$ cat src/rtl/ntt_bfly_pipe.sv
// ntt_bfly_pipe
// -----------------------------------------------------------------------------
// Fully pipelined radix-2 NTT butterfly over the prime modulus Q. Each
// transaction selects either a Cooley-Tukey forward butterfly or a
// Gentleman-Sande inverse butterfly. The inverse butterfly can optionally
// halve both results, which is the 1/N scaling step of the inverse transform.
//
// Modes:
//   CT : t = w*y mod Q;   x' = x + t;   y' = x - t
//   GS : x' = x + y;      y' = (x - y) * w
//   GS with halve : each result a becomes a * 2^-1 mod Q
// All results are fully reduced to [0, Q).
//
// Ports:
//   clk, rst_n            clock; asynchronous active-low reset
//   in_valid / in_ready   input handshake (in_ready is combinational from
//                         out_valid and out_ready only)
//   in_mode               0 = CT, 1 = GS
//   in_halve              GS only: scale both outputs by 2^-1 mod Q
//   in_x, in_y, in_w      coefficients and twiddle, each in [0, Q)
//   in_tag                sideband, returned unchanged with the result
//   out_valid / out_ready output handshake
//   out_x, out_y          results in [0, Q)
//   out_tag               tag of the transaction being presented
//
// Pipeline (one register bank per stage, the whole pipe advances together):
//   s0 capture inputs
//   s1 GS pre-add/sub, or CT operand routing
//   s2 W x W multiply
//   s3 Barrett quotient estimate
//   s4 remainder estimate (< 3Q)
//   s5 final correction to [0, Q)
//   s6 CT add/sub or GS halving into the output registers
// An input accepted at edge n is in the output registers after edge n+6.
// The arithmetic stage count is fixed, so LAT must stay at 6.
// -----------------------------------------------------------------------------
module ntt_bfly_pipe #(
    parameter int W    = 14,
    parameter int Q    = 12289,
    parameter int TAGW = 8,
    parameter int LAT  = 6
) (
    input  logic            clk,
    input  logic            rst_n,
    input  logic            in_valid,
    output logic            in_ready,
    input  logic            in_mode,
    input  logic            in_halve,
    input  logic [W-1:0]    in_x,
    input  logic [W-1:0]    in_y,
    input  logic [W-1:0]    in_w,
    input  logic [TAGW-1:0] in_tag,
    output logic            out_valid,
    input  logic            out_ready,
    output logic [W-1:0]    out_x,
    output logic [W-1:0]    out_y,
    output logic [TAGW-1:0] out_tag
);

    // floor(2^(2W) / Q) computed by restoring long division, so no divide
    // operator is needed even at elaboration time.
    function automatic logic [W:0] calc_mu();
        logic [2*W+1:0] rem;
        logic [W:0]     quo;
        rem = '0;
        quo = '0;
        for (int i = 2 * W; i >= 0; i--) begin
            rem = (rem << 1) | (2*W+2)'(i == 2 * W);
            quo = quo << 1;
            if (rem >= (2*W+2)'(Q)) begin
                rem    = rem - (2*W+2)'(Q);
                quo[0] = 1'b1;
            end
        end
        return quo;
    endfunction

    localparam logic [W:0]   MU    = calc_mu();
    localparam logic [W:0]   Q_W1  = (W+1)'(Q);
    localparam logic [W+1:0] Q_W2  = (W+2)'(Q);
    localparam logic [W+1:0] Q2_W2 = (W+2)'(2 * Q);

    // (a + b) mod Q for a, b in [0, Q)
    function automatic logic [W-1:0] add_mod(input logic [W-1:0] a, input logic [W-1:0] b);
        logic [W:0] s;
        s = {1'b0, a} + {1'b0, b};
        if (s >= Q_W1) begin
            s = s - Q_W1;
        end
        return W'(s);
    endfunction

    // (a - b) mod Q for a, b in [0, Q); bit W of the difference is the borrow
    function automatic logic [W-1:0] sub_mod(input logic [W-1:0] a, input logic [W-1:0] b);
        logic [W:0] d;
        d = {1'b0, a} - {1'b0, b};
        if (d[W]) begin
            d = d + Q_W1;
        end
        return W'(d);
    endfunction

    // a * 2^-1 mod Q: Q is odd, so an odd a becomes even after adding Q
    function automatic logic [W-1:0] half_mod(input logic [W-1:0] a);
        logic [W:0] s;
        s = a[0] ? ({1'b0, a} + Q_W1) : {1'b0, a};
        return W'(s >> 1);
    endfunction

    // ---------------------------------------------------------------------
    // Control: per-stage valid bits, mode/halve and tag follow the data.
    // Index k holds the control of the data currently in stage k.
    // ---------------------------------------------------------------------
    logic [LAT:0]    vld_q,   vld_d;
    logic [LAT-1:0]  mode_q,  mode_d;
    logic [LAT-1:0]  halve_q, halve_d;
    logic [TAGW-1:0] tag_q [LAT+1];
    logic [TAGW-1:0] tag_d [LAT+1];

    // Datapath registers
    logic [W-1:0]   x0_q, x0_d, y0_q, y0_d, w0_q, w0_d;
    logic [W-1:0]   a1_q, a1_d, m1_q, m1_d, w1_q, w1_d;
    logic [W-1:0]   a2_q, a2_d;
    logic [2*W-1:0] p2_q, p2_d;
    logic [W-1:0]   a3_q, a3_d, qe3_q, qe3_d;
    logic [2*W-1:0] p3_q, p3_d;
    logic [W-1:0]   a4_q, a4_d;
    logic [W+1:0]   r4_q, r4_d;
    logic [W-1:0]   a5_q, a5_d, t5_q, t5_d;
    logic [W-1:0]   out_x_q, out_x_d, out_y_q, out_y_d;

    logic adv;

    // A stall anywhere is a stall everywhere: only the output can refuse.
    assign adv      = !vld_q[LAT] || out_ready;
    assign in_ready = adv;

    assign out_valid = vld_q[LAT];
    assign out_x     = out_x_q;
    assign out_y     = out_y_q;
    assign out_tag   = tag_q[LAT];

    // ---------------------------------------------------------------------
    // Combinational arithmetic feeding each register stage
    // ---------------------------------------------------------------------
    logic [W-1:0]   s1_a, s1_m;
    logic [2*W-1:0] s2_prod;
    logic [3*W:0]   s3_barrett;
    logic [2*W-1:0] s4_qq;
    logic [W+1:0]   s5_fix;
    logic [W-1:0]   s6_x, s6_y;

    always_comb begin
        // s1: GS folds x+y / x-y ahead of the multiplier; CT multiplies y
        if (mode_q[0]) begin
            s1_a = add_mod(x0_q, y0_q);
            s1_m = sub_mod(x0_q, y0_q);
        end else begin
            s1_a = x0_q;
            s1_m = y0_q;
        end

        s2_prod = (2*W)'(m1_q) * (2*W)'(w1_q);

        // Quotient estimate floor(p * MU / 2^(2W)) never exceeds the true
        // quotient and falls short of it by at most 2.
        s3_barrett = (3*W+1)'(p2_q) * (3*W+1)'(MU);

        // Remainder estimate is below 3Q, so W+2 bits hold it exactly.
        s4_qq = (2*W)'(qe3_q) * (2*W)'(Q);

        if (r4_q >= Q2_W2) begin
            s5_fix = r4_q - Q2_W2;
        end else if (r4_q >= Q_W2) begin
            s5_fix = r4_q - Q_W2;
        end else begin
            s5_fix = r4_q;
        end

        // s6: in CT, a5 is x and t5 is w*y; in GS, a5 is x+y and t5 is (x-y)*w
        if (mode_q[LAT-1]) begin
            if (halve_q[LAT-1]) begin
                s6_x = half_mod(a5_q);
                s6_y = half_mod(t5_q);
            end else begin
                s6_x = a5_q;
                s6_y = t5_q;
            end
        end else begin
            s6_x = add_mod(a5_q, t5_q);
            s6_y = sub_mod(a5_q, t5_q);
        end
    end

    // ---------------------------------------------------------------------
    // Next-state: hold everything unless the pipe advances; data registers
    // only load when the slot behind them carries a real transaction.
    // ---------------------------------------------------------------------
    always_comb begin
        vld_d   = vld_q;
        mode_d  = mode_q;
        halve_d = halve_q;
        tag_d   = tag_q;
        x0_d = x0_q;  y0_d = y0_q;  w0_d = w0_q;
        a1_d = a1_q;  m1_d = m1_q;  w1_d = w1_q;
        a2_d = a2_q;  p2_d = p2_q;
        a3_d = a3_q;  p3_d = p3_q;  qe3_d = qe3_q;
        a4_d = a4_q;  r4_d = r4_q;
        a5_d = a5_q;  t5_d = t5_q;
        out_x_d = out_x_q;
        out_y_d = out_y_q;

        if (adv) begin
            vld_d = {vld_q[LAT-1:0], in_valid};

            if (in_valid) begin
                x0_d       = in_x;
                y0_d       = in_y;
                w0_d       = in_w;
                mode_d[0]  = in_mode;
                halve_d[0] = in_halve;
                tag_d[0]   = in_tag;
            end

            for (int k = 1; k <= LAT; k++) begin
                if (vld_q[k-1]) begin
                    tag_d[k] = tag_q[k-1];
                    if (k < LAT) begin
                        mode_d[k]  = mode_q[k-1];
                        halve_d[k] = halve_q[k-1];
                    end
                end
            end

            if (vld_q[0]) begin
                a1_d = s1_a;
                m1_d = s1_m;
                w1_d = w0_q;
            end
            if (vld_q[1]) begin
                a2_d = a1_q;
                p2_d = s2_prod;
            end
            if (vld_q[2]) begin
                a3_d  = a2_q;
                p3_d  = p2_q;
                qe3_d = W'(s3_barrett >> (2 * W));
            end
            if (vld_q[3]) begin
                a4_d = a3_q;
                r4_d = (W+2)'(p3_q - s4_qq);
            end
            if (vld_q[4]) begin
                a5_d = a4_q;
                t5_d = W'(s5_fix);
            end
            if (vld_q[5]) begin
                out_x_d = s6_x;
                out_y_d = s6_y;
            end
        end
    end

    always_ff @(posedge clk or negedge rst_n) begin
        if (!rst_n) begin
            vld_q   <= '0;
            mode_q  <= '0;
            halve_q <= '0;
            tag_q   <= '{default: '0};
            x0_q <= '0;  y0_q <= '0;  w0_q <= '0;
            a1_q <= '0;  m1_q <= '0;  w1_q <= '0;
            a2_q <= '0;  p2_q <= '0;
            a3_q <= '0;  p3_q <= '0;  qe3_q <= '0;
            a4_q <= '0;  r4_q <= '0;
            a5_q <= '0;  t5_q <= '0;
            out_x_q <= '0;
            out_y_q <= '0;
        end else begin
            vld_q   <= vld_d;
            mode_q  <= mode_d;
            halve_q <= halve_d;
            tag_q   <= tag_d;
            x0_q <= x0_d;  y0_q <= y0_d;  w0_q <= w0_d;
            a1_q <= a1_d;  m1_q <= m1_d;  w1_q <= w1_d;
            a2_q <= a2_d;  p2_q <= p2_d;
            a3_q <= a3_d;  p3_q <= p3_d;  qe3_q <= qe3_d;
            a4_q <= a4_d;  r4_q <= r4_d;
            a5_q <= a5_d;  t5_q <= t5_d;
            out_x_q <= out_x_d;
            out_y_q <= out_y_d;
        end
    end

endmodule

$ cat config.mk
export PLATFORM = sky130hd
export DESIGN_NAME = ntt_bfly_pipe
export DESIGN_NICKNAME = d
export VERILOG_FILES = /design/src/rtl/ntt_bfly_pipe.sv
export SDC_FILE = /design/constraint.sdc
export NUM_CORES = 2
export LEC_CHECK = 0
export CAP_MARGIN = 40
export CORE_MARGIN = 5
export CORE_UTILIZATION = 25
export CTS_BUF_LIST = sky130_fd_sc_hd__clkbuf_8
export DETAILED_ROUTE_END_ITERATION = 12
export PLACE_DENSITY_LB_ADDON = 0.15
export SLEW_MARGIN = 20
export SYNTH_ARGS = -nofsm -noshare
export SYNTH_HDL_FRONTEND = slang
export SYNTH_SLANG_ARGS = --single-unit
$ cat constraint.sdc
create_clock -name clk -period 6.15 [get_ports clk]
set_input_delay 1.23 -clock clk [delete_from_list [all_inputs] [get_ports clk]]
set_output_delay 1.23 -clock clk [all_outputs]
set_load 0.1 [all_outputs]
; Word-level counts from Yosys, hierarchy flattened
; Index checks and enable logic that the tools add are counted.
[word_totals]
register_bits = 331
in_bits = 56
out_inout_bits = 38
elab_cells = 80
[op_classes]
add_sub_neg = 13
multipliers = 3
n_lt_le_gt_ge = 4
muxes = 14
reduce_logical = 9
[ops]
columns = op, n
row1 = $mux W14, 12
row2 = $sub A14 B14 Y14 const B, 4
row3 = $mul A28 B15 Y42 const B, 1
row4 = $add A14 B14 Y15, 2
row5 = $add A14 B14 Y15 const B, 2
row6 = $ge A15 B14 Y1 const B, 2
row7 = $mux W15, 2
row8 = $sub A14 B14 Y15, 2
row9 = $add A14 B14 Y14 const B, 2
row10 = $mul A14 B14 Y28, 1
row11 = $ge A16 B14 Y1 const B, 1
row12 = $ge A16 B15 Y1 const B, 1
row13 = $mul A14 B14 Y16 const B, 1
row14 = $sub A16 B16 Y16, 1
row15 = $reduce_and A2 Y1, 7
row16 = $logic_not A1 Y1, 1
row17 = $logic_or A1 B1 Y1, 1

; Depth between registers and ports, before layout
[logic_depth]
word_depth = 4
depth_mapped = 25
ltp_nobuf = 24

; Worst setup path before layout
; OpenSTA, ideal clock, no wires.
[synth_path]
path_type = register to register
startpoint = register w1_q[3]
endpoint = register p2_q[23]
setup_time_ns = 0.135
t_arrival_ns = 6.190
required_ns = 6.015
slack_ns = -0.175
path_stages_with_launch = 24
n_path_buf = 1
synth_period_minus_slack_ns = 6.325
path_cell_list = dfrtp_1 > clkbuf_1 > and2_1 > fa_1 > inv_1 > fa_1 > inv_1 > fa_1 > fa_1 > fa_1 > inv_1 > fa_1 > inv_1 > ha_1 > a21o_1 > a21oi_1 > o21ai_0 > a21o_1 > a31o_2 > o31ai_1 > o21bai_1 > a221oi_1 > xor2_1 > o21ai_0
[synth_via]
elab_chain_len = 1
[synth_lines]
columns = element, line_no
row1 = "start, declared", 122  ; logic [W-1:0] a1_q, a1_d, m1_q, m1_d, w1_q, w1_d;
row2 = "start signal, assigned", 271  ; a1_q <= '0; m1_q <= '0; w1_q <= '0;
row3 = "start signal, assigned", 284  ; a1_q <= a1_d; m1_q <= m1_d; w1_q <= w1_d;
row4 = $mul A14 B14 Y28, 163  ; s2_prod = (2*W)'(m1_q) * (2*W)'(w1_q);
row5 = "end signal, assigned", 272  ; a2_q <= '0; p2_q <= '0;
row6 = "end signal, assigned", 285  ; a2_q <= a2_d; p2_q <= p2_d;
row7 = "end, declared", 124  ; logic [2*W-1:0] p2_q, p2_d;
; No other way between the ends.
; A chain may end at the register's enable or synchronous reset.

; Final worst setup path
[layout_path]
startpoint = register m1_q[6]
endpoint = register p2_q[27]
[layout_via]
elab_chain_len = 1
[layout_lines]
columns = element, line_no
row1 = "start, declared", 122
row2 = "start signal, assigned", 271
row3 = "start signal, assigned", 284
row4 = $mul A14 B14 Y28, 163
; No other way between the ends.

==> impl_metrics.toml <==
[finish]
layout-drive-gt1-share = 0.1557
final_util = 0.3009
final_common_cell = "inv_1"
fin_nets = 4488
regArea_sq_um = 8293
stdcell_area_sq_um = 39010
fillers = 13799
multiInputGateArea_sq_um = 21940
layout_common_cells = "589 x inv_1, 393 x ha_1, 370 x nand2_1"
syn2layout_area_growth_pct = 19.54

[grt]
gr-usage-all-layers = 0.1317
grt_pass1_wl_mm = 144.1
grt_start_max_net_pins = 80
grt-ovfl-total = 0
first_global_vias = 25173
antenna_found_initial = 5

[clock_tree]
htreeDepth = 3
clock_sinks = 331
clock_latency_ns = 0.70
cts_max_path_buffers = 3
cts_hold_buf = 0
clk_pin_slew_worst_paths_ns = 0.05
cts_buffers = 66
cts_root_buf = "clkbuf_8"
cts_tree = "built"

[status]
status = "finished, final reports clean"

[sta]
rsz0062_at_grt = "yes"
worst_slew_pin_slew_ns = 0.8278
fin_crit_ns = 5.996
fin_worst_skew_ns = 0.03175
fin_ws_ns = 0.1542
max_slew_margin = 0.4338
timing.final.hold_violations = 0
fmaxAchievable_mhz = 166.8
period_share = 0.9749
setup_violations = 0
slew_violations = 0

[synthesis]
syn_inst = 3467
synth-seq-area-share = 0.2538
synthesis.nets = 4215
async_flop_share = 1.000
ys_seq_elements = 331
netlist_area_sq_um = 32630
synth_top_flop_cell = "dfrtp_1"
synth.avg_cell_area_sq_um = 9.412
yosysWarnings = 0
synth-edff-count = 0
ys_types = 78

[critical_path]
cp.required_ns = 6.69
setup.worst_path.start_class = "register"
crit_arrival_ns = 6.54
r2r_slack_ns = 0.15
path_class = "register to register"
endpoint_kind = "register"
path_max_fanout = 3

[detailed_routing]
first_pass_iters = 5
wirelength_mm = 89.51
routedWlPerCell_microns = 16.22
vias = 23877
viasPerCell = 4.326
ant_nets = 0
first_iter_violations = 964
drc = 0

[floorplanning]
die_y_microns = 371.3
rows = 132
start_util = 0.2517
core_region_area_sq_um = 129600
io_pins = 94
design.die.area_sq_um = 137800
die_w_microns = 371.3

[placed_design]
dpl.hpwl_mm = 73.05
numPortBuffers = 93
gp_congestion = 0.8043
post-place-ws_ns = -0.1897
place_area_sq_um = 37350

[min_path]
hold_path_class = "register to register"

[job]
cap_violations = 0
## cells by family after synthesis
kind of cell / Yosys count / share of synthesized area
multiplexers: 169 / 0.05798
buffers and inverters: 710 / 0.08325
adder cells (fa/ha/maj): 692 / 0.3316
AO/OA/AOI/OAI: 559 / 0.1075
XOR/XNOR: 156 / 0.04187
AND/OR/NAND/NOR: 850 / 0.1240
flip-flops: 331 / 0.2538
## sequential cells by signal, indices dropped and copies added (netlist names), 16 cells and up
register	count
r4_q	16
p3_q	16
tag_q	48
p2_q	28
## repair_timing
| item | CTS | global route |
|---|---|---|
| pin swaps | 27 | 44 |
| endpoints found under the setup margin | 6 | 21 |
| resized for setup | 32 | 43 |
| setup buffers | 2 | 11 |
## final cells by class
type | count | share of cell area
inverters | 579 | 0.05572
clock buffers | 71 | 0.02505
flip-flops and latches | 331 | 0.2126
clock inverters | 33 | 0.005966
diodes | 2 | 0.0001283
multi-input cells | 2426 | 0.5626
repair buffers | 336 | 0.08208
well taps | 1742 | 0.05588
## worst max-delay path, cell delays in order, from the launching register on
cell,delay [ns]
dfrtp_1,0.39
buf_4,0.14
and2_4,0.15
fa_1,0.53
inv_1,0.06
fa_1,0.52
inv_1,0.05
fa_1,0.51
fa_1,0.43
fa_1,0.51
inv_1,0.05
fa_1,0.51
inv_2,0.05
ha_4,0.21
a21o_1,0.19
a21oi_2,0.15
o21ai_1,0.07
a21o_1,0.18
a31o_4,0.22
o31ai_4,0.21
buf_4,0.16
o32ai_4,0.10
o41ai_2,0.25
xnor2_1,0.15
o21ai_1,0.07
## through the flow
step	TNS, ns	cells	hold slack [ns]
after global routing	-0.4484	5520	0.4766
final	0	5520	0.4543
after CTS	0	5504	0.4553
after global placement	-0.4702	5357	0.4459
after floorplan	0	3467	0.4331
after detailed placement	-0.7643	5398	0.4489
## Yosys cell counts (60+ instances only)
| cell type | instances | area (sq um) |
|---|---|---|
| dfrtp_1 | 331 | 8283 |
| xnor2_1 | 96 | 840.8 |
| mux2_2 | 160 | 1802 |
| inv_1 | 579 | 2173 |
| fa_1 | 288 | 5766 |
| clkbuf_1 | 109 | 409.1 |
| nor2_1 | 114 | 427.9 |
| ha_1 | 404 | 5055 |
| o21ai_0 | 177 | 885.9 |
| and2_1 | 101 | 631.9 |
| xor2_1 | 60 | 525.5 |
| a21oi_1 | 146 | 730.7 |
| nand2_1 | 377 | 1415 |
## per-layer routing
layer  vias up  GRT usage  wire (microns)  part of all wire
met5         -          0               0                 0
met1     11591     0.1858           44610              0.50
met2       270     0.2154           40850              0.46
met3        78    0.02089            2840             0.032
met4         0    0.02314            1217             0.014
li1      11938          -               -                 -
## path summary, 6_finish.rpt
check,cells past startpoint,from,to
max,24,m1_q[6],p2_q[27]
min,2,w0_q[10],w1_q[10]
max reg2reg,24,m1_q[6],p2_q[27]
min reg2reg,2,w0_q[10],w1_q[10]
max in group asynchronous,2,rst_n,p2_q[3]
min in group asynchronous,1,rst_n,y0_q[8]
Power is left out: the tool's default activity adds up to more than one toggle a clock period on the data nets, which glitch-free logic cannot reach.
